**config.mk**
```make
export PLATFORM = sky130hd
export DESIGN_NAME = fp16_op_sched
export DESIGN_NICKNAME = d
export VERILOG_FILES = /design/src/rtl/fp16_op_sched.sv
export SDC_FILE = /design/constraint.sdc
export NUM_CORES = 1
export LEC_CHECK = 0
export ABC_CLOCK_PERIOD_IN_PS = 4930
export BUFFER_PORTS_ARGS = -buffer_cell sky130_fd_sc_hd__buf_4
export CAP_MARGIN = 20
export CELL_PAD_IN_SITES_DETAIL_PLACEMENT = 1
export CELL_PAD_IN_SITES_GLOBAL_PLACEMENT = 2
export CORE_MARGIN = 2
export CORE_UTILIZATION = 25
export DETAILED_ROUTE_END_ITERATION = 12
export GPL_ROUTABILITY_DRIVEN = 0
export PLACE_DENSITY = 0.95
export SKIP_LAST_GASP = 1
export SLEW_MARGIN = 20
export SYNTH_ARGS = -nofsm -noshare
export SYNTH_HDL_FRONTEND = slang
export SYNTH_SLANG_ARGS = --single-unit
```
**constraint.sdc**
```tcl
create_clock -name clk -period 4.93 [get_ports clk]
set_clock_uncertainty 0.2 [all_clocks]
set_input_delay 0.493 -clock clk [delete_from_list [all_inputs] [get_ports clk]]
set_output_delay 0.493 -clock clk [all_outputs]
set_load 0.005 [all_outputs]
```
**src/rtl/fp16_op_sched.sv**
```systemverilog
// Round-robin scheduler sharing one combinational fp16 add/sub/mul unit between N_REQ requesters.
// Optional macro FP16_SCHED_PRIO0_EN gives requester 0 strict priority over the round-robin.
module fp16_op_sched #(
    parameter int N_REQ  = 4,
    parameter int FU_LAT = 1
) (
    input  logic                       clk,
    input  logic                       rst_n,
    input  logic [N_REQ-1:0]           i_req_valid,
    output logic [N_REQ-1:0]           o_req_ready,
    input  logic [2*N_REQ-1:0]         i_req_op,
    input  logic [16*N_REQ-1:0]        i_req_a,
    input  logic [16*N_REQ-1:0]        i_req_b,
    output logic [1:0]                 o_fu_op,
    output logic [15:0]                o_fu_a,
    output logic [15:0]                o_fu_b,
    input  logic [15:0]                i_fu_res,
    output logic                       o_rsp_valid,
    input  logic                       i_rsp_ready,
    output logic [$clog2(N_REQ)-1:0]   o_rsp_id,
    output logic [15:0]                o_rsp_res
);

    localparam int IDW = $clog2(N_REQ);
    localparam int CW  = (FU_LAT > 1) ? $clog2(FU_LAT) : 1;

    typedef enum logic [1:0] {
        IDLE = 2'd0,
        EXEC = 2'd1,
        RESP = 2'd2
    } state_t;

    state_t         state;
    state_t         state_next;
    logic [IDW-1:0] ptr;
    logic [IDW-1:0] gnt;
    logic [CW-1:0]  cnt;
    logic [IDW-1:0] grant_idx;
    logic           grant_any;
    logic [IDW-1:0] ptr_next;
    int             scan_idx;

    // Scan from the highest offset down so the lowest offset from the pointer wins.
    always_comb begin
        grant_any = 1'b0;
        grant_idx = '0;
        scan_idx  = 0;
        for (int i = N_REQ - 1; i >= 0; i--) begin
            scan_idx = int'(ptr) + i;
            if (scan_idx >= N_REQ) begin
                scan_idx = scan_idx - N_REQ;
            end
            if (i_req_valid[scan_idx]) begin
                grant_any = 1'b1;
                grant_idx = IDW'(scan_idx);
            end
        end
`ifdef FP16_SCHED_PRIO0_EN
        if (i_req_valid[0]) begin
            grant_any = 1'b1;
            grant_idx = '0;
        end
`endif
    end

    always_comb begin
        ptr_next = (gnt == IDW'(N_REQ - 1)) ? '0 : gnt + 1'b1;
    end

    always_ff @(posedge clk or negedge rst_n) begin
        if (!rst_n) begin
            state <= IDLE;
        end else begin
            state <= state_next;
        end
    end

    always_comb begin
        state_next = state;
        case (state)
            IDLE:    if (grant_any) state_next = EXEC;
            EXEC:    if (cnt == '0) state_next = RESP;
            RESP:    if (i_rsp_ready) state_next = IDLE;
            default: state_next = IDLE;
        endcase
    end

    // Ready is purely combinational; gating with rst_n keeps every output low during reset.
    always_comb begin
        o_req_ready = '0;
        if (state == IDLE && grant_any && rst_n) begin
            o_req_ready[grant_idx] = 1'b1;
        end
    end

    always_ff @(posedge clk or negedge rst_n) begin
        if (!rst_n) begin
            ptr         <= '0;
            gnt         <= '0;
            cnt         <= '0;
            o_fu_op     <= 2'b00;
            o_fu_a      <= 16'h0000;
            o_fu_b      <= 16'h0000;
            o_rsp_valid <= 1'b0;
            o_rsp_id    <= '0;
            o_rsp_res   <= 16'h0000;
        end else begin
            case (state)
                IDLE: begin
                    if (grant_any) begin
                        o_fu_op <= i_req_op[int'(grant_idx) * 2 +: 2];
                        o_fu_a  <= i_req_a[int'(grant_idx) * 16 +: 16];
                        o_fu_b  <= i_req_b[int'(grant_idx) * 16 +: 16];
                        gnt     <= grant_idx;
                        cnt     <= CW'(FU_LAT - 1);
                    end
                end
                EXEC: begin
                    if (cnt == '0) begin
                        o_rsp_res   <= (o_fu_op == 2'b11) ? 16'h7E00 : i_fu_res;
                        o_rsp_id    <= gnt;
                        o_rsp_valid <= 1'b1;
                    end else begin
                        cnt <= cnt - 1'b1;
                    end
                end
                RESP: begin
                    if (i_rsp_ready) begin
                        o_rsp_valid <= 1'b0;
`ifdef FP16_SCHED_PRIO0_EN
                        if (gnt != '0) begin
                            ptr <= ptr_next;
                        end
`else
                        ptr <= ptr_next;
`endif
                    end
                end
                default: begin
                    o_rsp_valid <= 1'b0;
                end
            endcase
        end
    end

endmodule

```
==> results of run 1 <==
==> cells in the mapped netlist (2+ instances only) <==
| cell type | number |
|---|---|
| nor3_1 | 2 |
| nor2_1 | 4 |
| o22a_1 | 7 |
| clkbuf_4 | 2 |
| inv_1 | 3 |
| a222oi_1 | 34 |
| nor2b_1 | 2 |
| buf_12 | 2 |
| nand2b_1 | 3 |
| nand2_1 | 12 |
| nor3_2 | 2 |
| mux2_2 | 2 |
| mux2i_1 | 34 |
| a21oi_1 | 3 |
| clkbuf_1 | 2 |
| o21ai_0 | 3 |
| o21ai_1 | 34 |
| buf_2 | 2 |
| a22o_1 | 10 |
| buf_4 | 7 |
| dfrtp_1 | 59 |
| buf_6 | 5 |
==> critical path, delay by kind of cell, from the launching register on <==
kind | cells | cell delay (ns)
AO/OA/AOI/OAI | 1 | 0.11
buffers and inverters | 3 | 0.60
flip-flops | 1 | 0.44
AND/OR/NAND/NOR | 3 | 0.99
==> worst paths after layout <==
path | to | slack, ns | cells past startpoint | start
max | o_req_ready[0] | 1.73 | 7 | state[1]$_DFFE_PN0P_
min | o_rsp_res[15]$_DFFE_PN0P_ | 0.06 | 1 | rst_n
max reg2reg | o_fu_op[1]$_DFFE_PN0P_ | 2.29 | 6 | ptr[0]$_DFFE_PN0P_
min reg2reg | o_rsp_valid$_DFFE_PN0P_ | 0.28 | 1 | o_rsp_valid$_DFFE_PN0P_
max in group asynchronous | o_fu_a[1]$_DFFE_PN0P_ | 3.96 | 1 | rst_n
min in group clk | o_rsp_res[2]$_DFFE_PN0P_ | 0.19 | 2 | i_fu_res[2]
==> final cells by class <==
type                       count  area (µm²)  area share, %
clock inverter                 4        72.6           1.45
timing repair buffer         218        1640           32.7
sequential                    59        1480           29.5
inverter                       4        15.0          0.300
multi-input combinational    167        1360           27.2
clock buffer                  12         256           5.13
tap                          147         184           3.68
==> layer usage <==
layer	share of wire (%)	wire [µm]	track usage, %	up-vias
li1	-	-	-	1426
met1	40	4520	20.1	1524
met2	52	5990	31.1	138
met3	6.3	724	3.51	16
met4	1.8	207	6.91	0
met5	0	0	0	-
==> logic make-up after synthesis <==
| group | count (synthesis) | share of synthesized area (%) |
|---|---|---|
| flops | 59 | 49.0 |
| simple gates | 31 | 5.98 |
| mux | 36 | 12.0 |
| fa+ha+maj | 1 | 0.415 |
| compound gates | 99 | 25.5 |
| buf+inv | 25 | 7.02 |
==> flip-flops by register name (all words and copies together) (netlist names) <==
register	flops
o_fu_a	16
o_fu_b	16
o_rsp_res	16
gnt	2
o_fu_op	2
o_rsp_id	2
ptr	2
state	2
o_rsp_valid	1
==> power by group <==
group | leakage [nW] | total (mW) | internal (mW) | switching (mW)
Combinational | 1.62 | 1.35 | 0.718 | 0.630
Sequential | 0.720 | 0.897 | 0.727 | 0.171
Clock | 0.159 | 0.682 | 0.469 | 0.213
Total | 2.49 | 2.93 | 1.91 | 1.01
==> cells in the final DEF (no fill, tap or decap), types with 2 or more instances in the layout <==
cell type	Yosys	layout
dfrtp_1	59	59
o21ai_0	3	3
mux2_2	2	2
clkbuf_8	0	2
a21oi_1	3	3
inv_1	3	3
buf_4	7	218
o22a_1	7	7
nor3_1	2	2
mux2i_1	34	34
a22o_1	10	10
nand2b_1	3	2
nor2_1	4	4
bufinv_16	0	2
nand2_1	12	12
o21ai_1	34	34
a222oi_1	34	34
nor2b_1	2	2
clkbuf_16	0	9
==> metrics by stage <==
stage | hold WS (ns) | power, mW | instances
4_1_cts | 0.0902 | 2.96 | 611
3_5_place_dp | 0.272 | 2.27 | 595
5_1_grt | 0.110 | 3.13 | 611
6_report | 0.0581 | 2.93 | 611
3_3_place_gp | 0.268 | 2.20 | 595
2_1_floorplan | -0.00259 | 1.68 | 251
==> qor.yml, run 1 <==
status: "finished, final reports clean"
vias: 3104
clkTransAtPathRegs_ns: 0.06
numPortBuffers: 215
setup_viol: 0
final_util_pct: 42.1
initial_core_util_pct: 25.4
synthDistinctLibCells: 39
synthCells: 251
finalHoldViolCount: 0
synth_seq_cells: 59
fillers: 1359
critPathKind: "flip-flop to primary output"
dp_hpwl_mm: 8.66
worst_ep_arrival_time_ns: 2.51
yosysWarnings: 0
antenna_cells: 0
synth_area_leader_cell: "dfrtp_1"
rsz0062_at_grt: "no"
antenna_found_initial: 0
crit_fanout: 39
rows: 40
crit_path_start_kind: "flip-flop"
post-place-ws_ns: 1.74
clk_latency_ns: 0.32
viasPerCell: 5.08
fin_nets: 619
cts_tree: "built"
grt_first_pass_wirelength_mm: 17.5
power_leakage_nw: 2.49
drv_cap: 0
hold_class: "primary input to asynchronous set/reset pin"
cts_setup_buffers: 0
cts-hold-fix-buffers: 0
async_flop_share_pct: 100
synth_edf_count: 0
place_area_mm2: 0.00467
wl_mm: 11.4
critPathMaxStageDelay_ns: 0.45
syn2layout_area_growth_pct: 66.0
syn_area_mm2: 0.00301
ir_drop_mv: 0.174
cts_num_sinks: 59
io_pins: 216
layout-drive-gt1-share_pct: 52.8
fp.dieArea_mm2: 0.0129
drv_slew: 0
numCtsBuffers: 9
first_pass_iters: 9
crit_chain: "nor2_1, o41ai_4, buf_4, inv_1, nand2b_2, nor3b_2, buf_4"
remaining_drc_errors: 0
worst_slack_ns: 1.73
dieHeight_um: 114
grt_pass1_vias: 3426
finalWorstPathRequiredPeriod_ns: 3.20
syn_nets: 411
grt_max_degree: 61
drtIter0Drc: 288
core_area_mm2: 0.0119
wl_per_cell_um: 18.7
ant_nets: 0
synthTopCellsByArea: "dfrtp_1 49%, a222oi_1 11%, mux2i_1 11%"
period_share_pct: 64.9
ctsResizeCount: 0
path_common_cell: "buf_4"
cts-root-buf: "clkbuf_16"
end_kind: "primary output"
cpMaxStageDelayCell: "nand2b_2"
max-slew-margin-rel_pct: 37.7
avgSynthCellArea_um2: 12.0
clock_path_buffers: 2
clock.fmax_ghz: 0.312
power_density_mw_per_mm2: 586
tightest_slew_ns: 0.934
design_area_mm2: 0.00500
synth_top_cell_area_share_pct: 49.0
htree_levels: 3
grtUsageTotal_pct: 17.3
die_width_um: 114
synth_top_flop_cell: "dfrtp_1"
crit_required_ns: 4.24
synth-seq-area-share_pct: 49.0
gr-total-overflow: 0
tns_ns: 0
No activity file was read; power rests on OpenSTA's default activity.
==> run 2: changes to the inputs <==
--- a/config.mk
+++ b/config.mk
@@ -5,16 +5,16 @@
 export SDC_FILE = /design/constraint.sdc
 export NUM_CORES = 1
 export LEC_CHECK = 0
-export ABC_CLOCK_PERIOD_IN_PS = 4930
+export ABC_CLOCK_PERIOD_IN_PS = 2850
 export BUFFER_PORTS_ARGS = -buffer_cell sky130_fd_sc_hd__buf_4
 export CAP_MARGIN = 20
 export CELL_PAD_IN_SITES_DETAIL_PLACEMENT = 1
 export CELL_PAD_IN_SITES_GLOBAL_PLACEMENT = 2
 export CORE_MARGIN = 2
-export CORE_UTILIZATION = 25
+export CORE_UTILIZATION = 21
 export DETAILED_ROUTE_END_ITERATION = 12
 export GPL_ROUTABILITY_DRIVEN = 0
-export PLACE_DENSITY = 0.95
+export PLACE_DENSITY = 0.89
 export SKIP_LAST_GASP = 1
 export SLEW_MARGIN = 20
 export SYNTH_ARGS = -nofsm -noshare
==> constraint.sdc (replaced) <==
create_clock -name clk -period 2.85 [get_ports clk]
set_clock_uncertainty 0.2 [all_clocks]
set_input_delay 0.285 -clock clk [delete_from_list [all_inputs] [get_ports clk]]
set_output_delay 0.285 -clock clk [all_outputs]
set_load 0.005 [all_outputs]
==> run 2 against run 1 <==
Net effect:
- flip-flop and latch count did not move
- cell count rose by 16%
- non-clock buffer count rose by 63
- sequential share of layout area fell by 3.4 points
- register-to-register slack got worse by 2.1 ns
- worst hold slack got worse by 0.040 ns
- clock power rose by 63%
- count of clock-buffer cells in the layout rose by 3
- first-iteration DRC count fell by 11%
- critical path type is now flip-flop to flip-flop
==> qor.yml, run 2 (synthesis results as in run 1) <==
cts_setup_buffers: 0  # unchanged
cts_num_sinks: 59  # unchanged
dp_hpwl_mm: 9.51  # +9.8%
gr-total-overflow: 0  # unchanged
ant_nets: 0  # unchanged
drv_cap: 0  # unchanged
critPathKind: "flip-flop to flip-flop"
initial_core_util_pct: 21.6  # -3.8 points
die_width_um: 124  # +8.8%
fin_nets: 682  # +10%
cts-root-buf: "clkbuf_16"
critPathMaxStageDelay_ns: 0.61  # +0.16 ns
worst_ep_arrival_time_ns: 2.68  # +0.17 ns
htree_levels: 3  # unchanged
clkTransAtPathRegs_ns: 0.05  # about the same
setup_viol: 0  # unchanged
rsz0062_at_grt: "no"
hold_class: "primary input to flip-flop"
finalHoldViolCount: 0  # unchanged
ctsResizeCount: 0  # unchanged
end_kind: "flip-flop"
cts-hold-fix-buffers: 56  # +56
crit_path_start_kind: "flip-flop"
finalWorstPathRequiredPeriod_ns: 2.67
first_pass_iters: 6  # -3
remaining_drc_errors: 0  # unchanged
power_leakage_nw: 2.74  # +10%
tns_ns: 0  # unchanged
wl_per_cell_um: 19.1  # +1.8%
rows: 43  # +7.5%
crit_fanout: 34  # -13%
numPortBuffers: 215  # unchanged
grtUsageTotal_pct: 17.6  # +0.37 points
mostFrequentLayoutCells: "224 x buf_4, 59 x dfrtp_1, 56 x dlygate4sd3_1"
largestRegisters: "o_fu_a: 16 flops, o_fu_b: 16 flops, o_rsp_res: 16 flops"
vias: 3415  # +10%
grt_first_pass_wirelength_mm: 20.2  # +16%
cts_tree: "built"
clock_path_buffers: 2  # unchanged
dieHeight_um: 124  # +8.8%
clock.fmax_ghz: 0.374
grt_pass1_vias: 3874  # +13%
fp.dieArea_mm2: 0.0153  # +18%
power_density_mw_per_mm2: 938  # +60%
io_pins: 216  # unchanged
p_total_mw: 5.29  # +81%
cpLargestDelayFamily: "buffers and inverters"
antenna_cells: 0  # unchanged
drv_slew: 0  # unchanged
viasPerCell: 4.83  # -4.9%
syn2layout_area_growth_pct: 87.3
max-slew-margin-rel_pct: 48.2  # +10 points
numCtsBuffers: 9  # unchanged
cpMaxStageDelayCell: "dlygate4sd3_1"
drtIter0Drc: 256  # -11%
grt_max_degree: 60  # -1.6%
status: "finished, final reports clean"
antenna_found_initial: 0  # unchanged
layout_commonest_cell: "buf_4"
path_buf_inv: 2  # -1
tightest_slew_ns: 0.777  # -0.157 ns
clk_latency_ns: 0.33  # about the same
crit_chain: "nand2b_1, a21oi_1, nor3_4, buf_4, a222oi_1, dlygate4sd3_1, o21ai_1"
layout-drive-gt1-share_pct: 47.2  # -5.6 points
core_area_mm2: 0.0139  # +17%
wl_mm: 13.5  # +18%
ir_drop_mv: 0.389  # +120%
period_share_pct: 93.8
crit_required_ns: 2.85  # -1.39 ns
[run 2: cell types whose count changed in the layout (fill, tap and decap cells not counted)]
| cell | before | now |
|---|---|---|
| nand2b_2 | 1 | 0 |
| bufinv_16 | 2 | 1 |
| buf_12 | 0 | 1 |
| dlygate4sd3_1 | 0 | 56 |
| clkbuf_8 | 2 | 3 |
| buf_4 | 218 | 224 |
| clkinv_2 | 1 | 0 |
| clkinvlp_4 | 1 | 0 |
| clkbuf_1 | 1 | 3 |
| nand2b_1 | 2 | 3 |
[run 2: final timing paths]
kind	cells after the start	to	start	slack (ns)
max in group asynchronous	3	o_rsp_res[3]$_DFFE_PN0P_	rst_n	1.41
setup / recovery	7	o_fu_a[1]$_DFFE_PN0P_	ptr[1]$_DFFE_PN0P_	0.18
hold reg to reg	2	o_rsp_id[1]$_DFFE_PN0P_	o_rsp_id[1]$_DFFE_PN0P_	0.28
setup reg to reg	7	o_fu_a[1]$_DFFE_PN0P_	ptr[1]$_DFFE_PN0P_	0.18
hold / removal	3	o_fu_b[9]$_DFFE_PN0P_	i_req_b[41]	0.02
min in group asynchronous	3	o_rsp_valid$_DFFE_PN0P_	rst_n	0.54
[run 2: layout make-up]
cell class	count	area (µm²)
well taps	180	225
repair buffers	281	2260
clock inverters	1	30.0
flip-flops and latches	59	1480
fillers	1514	8290
inverters	4	15.0
multi-input cells	167	1360
clock buffers	15	278
[run 2: per-layer routing]
metal	wire [µm]	global-route usage (%)	share of wire [%]	vias to the layer above
met4	352	7.24	2.6	0
met5	0	0	0	-
li1	-	-	-	1557
met1	5060	18.1	38	1657
met3	1130	6.64	8.4	22
met2	6940	32.1	51	179
[run 2: worst register-to-register path: stages (launching register included)]
cell and delay, ns:
dfrtp_1 0.49, nand2b_1 0.21, a21oi_1 0.31, nor3_4 0.07, buf_4 0.28, a222oi_1 0.31
dlygate4sd3_1 0.61, o21ai_1 0.06
[run 2: metrics by stage]
step                util, %  area [µm²]  setup slack (ns)  cells  hold WS, ns
finish                 40.5        5640             0.177    707       0.0180
global route           40.5        5640            0.0421    707      0.00607
CTS                    40.5        5640             0.211    707     0.000148
detailed placement     34.3        4770             0.672    635        0.279
global placement       34.3        4770             0.738    635        0.265
floorplan                 -        3010             0.943    251       -0.211
[run 2: report_power, final]
group	switching, mW	leakage [nW]	internal, mW
registers	0.319	0.720	1.26
clock network	0.366	0.150	0.748
logic	1.17	1.87	1.43
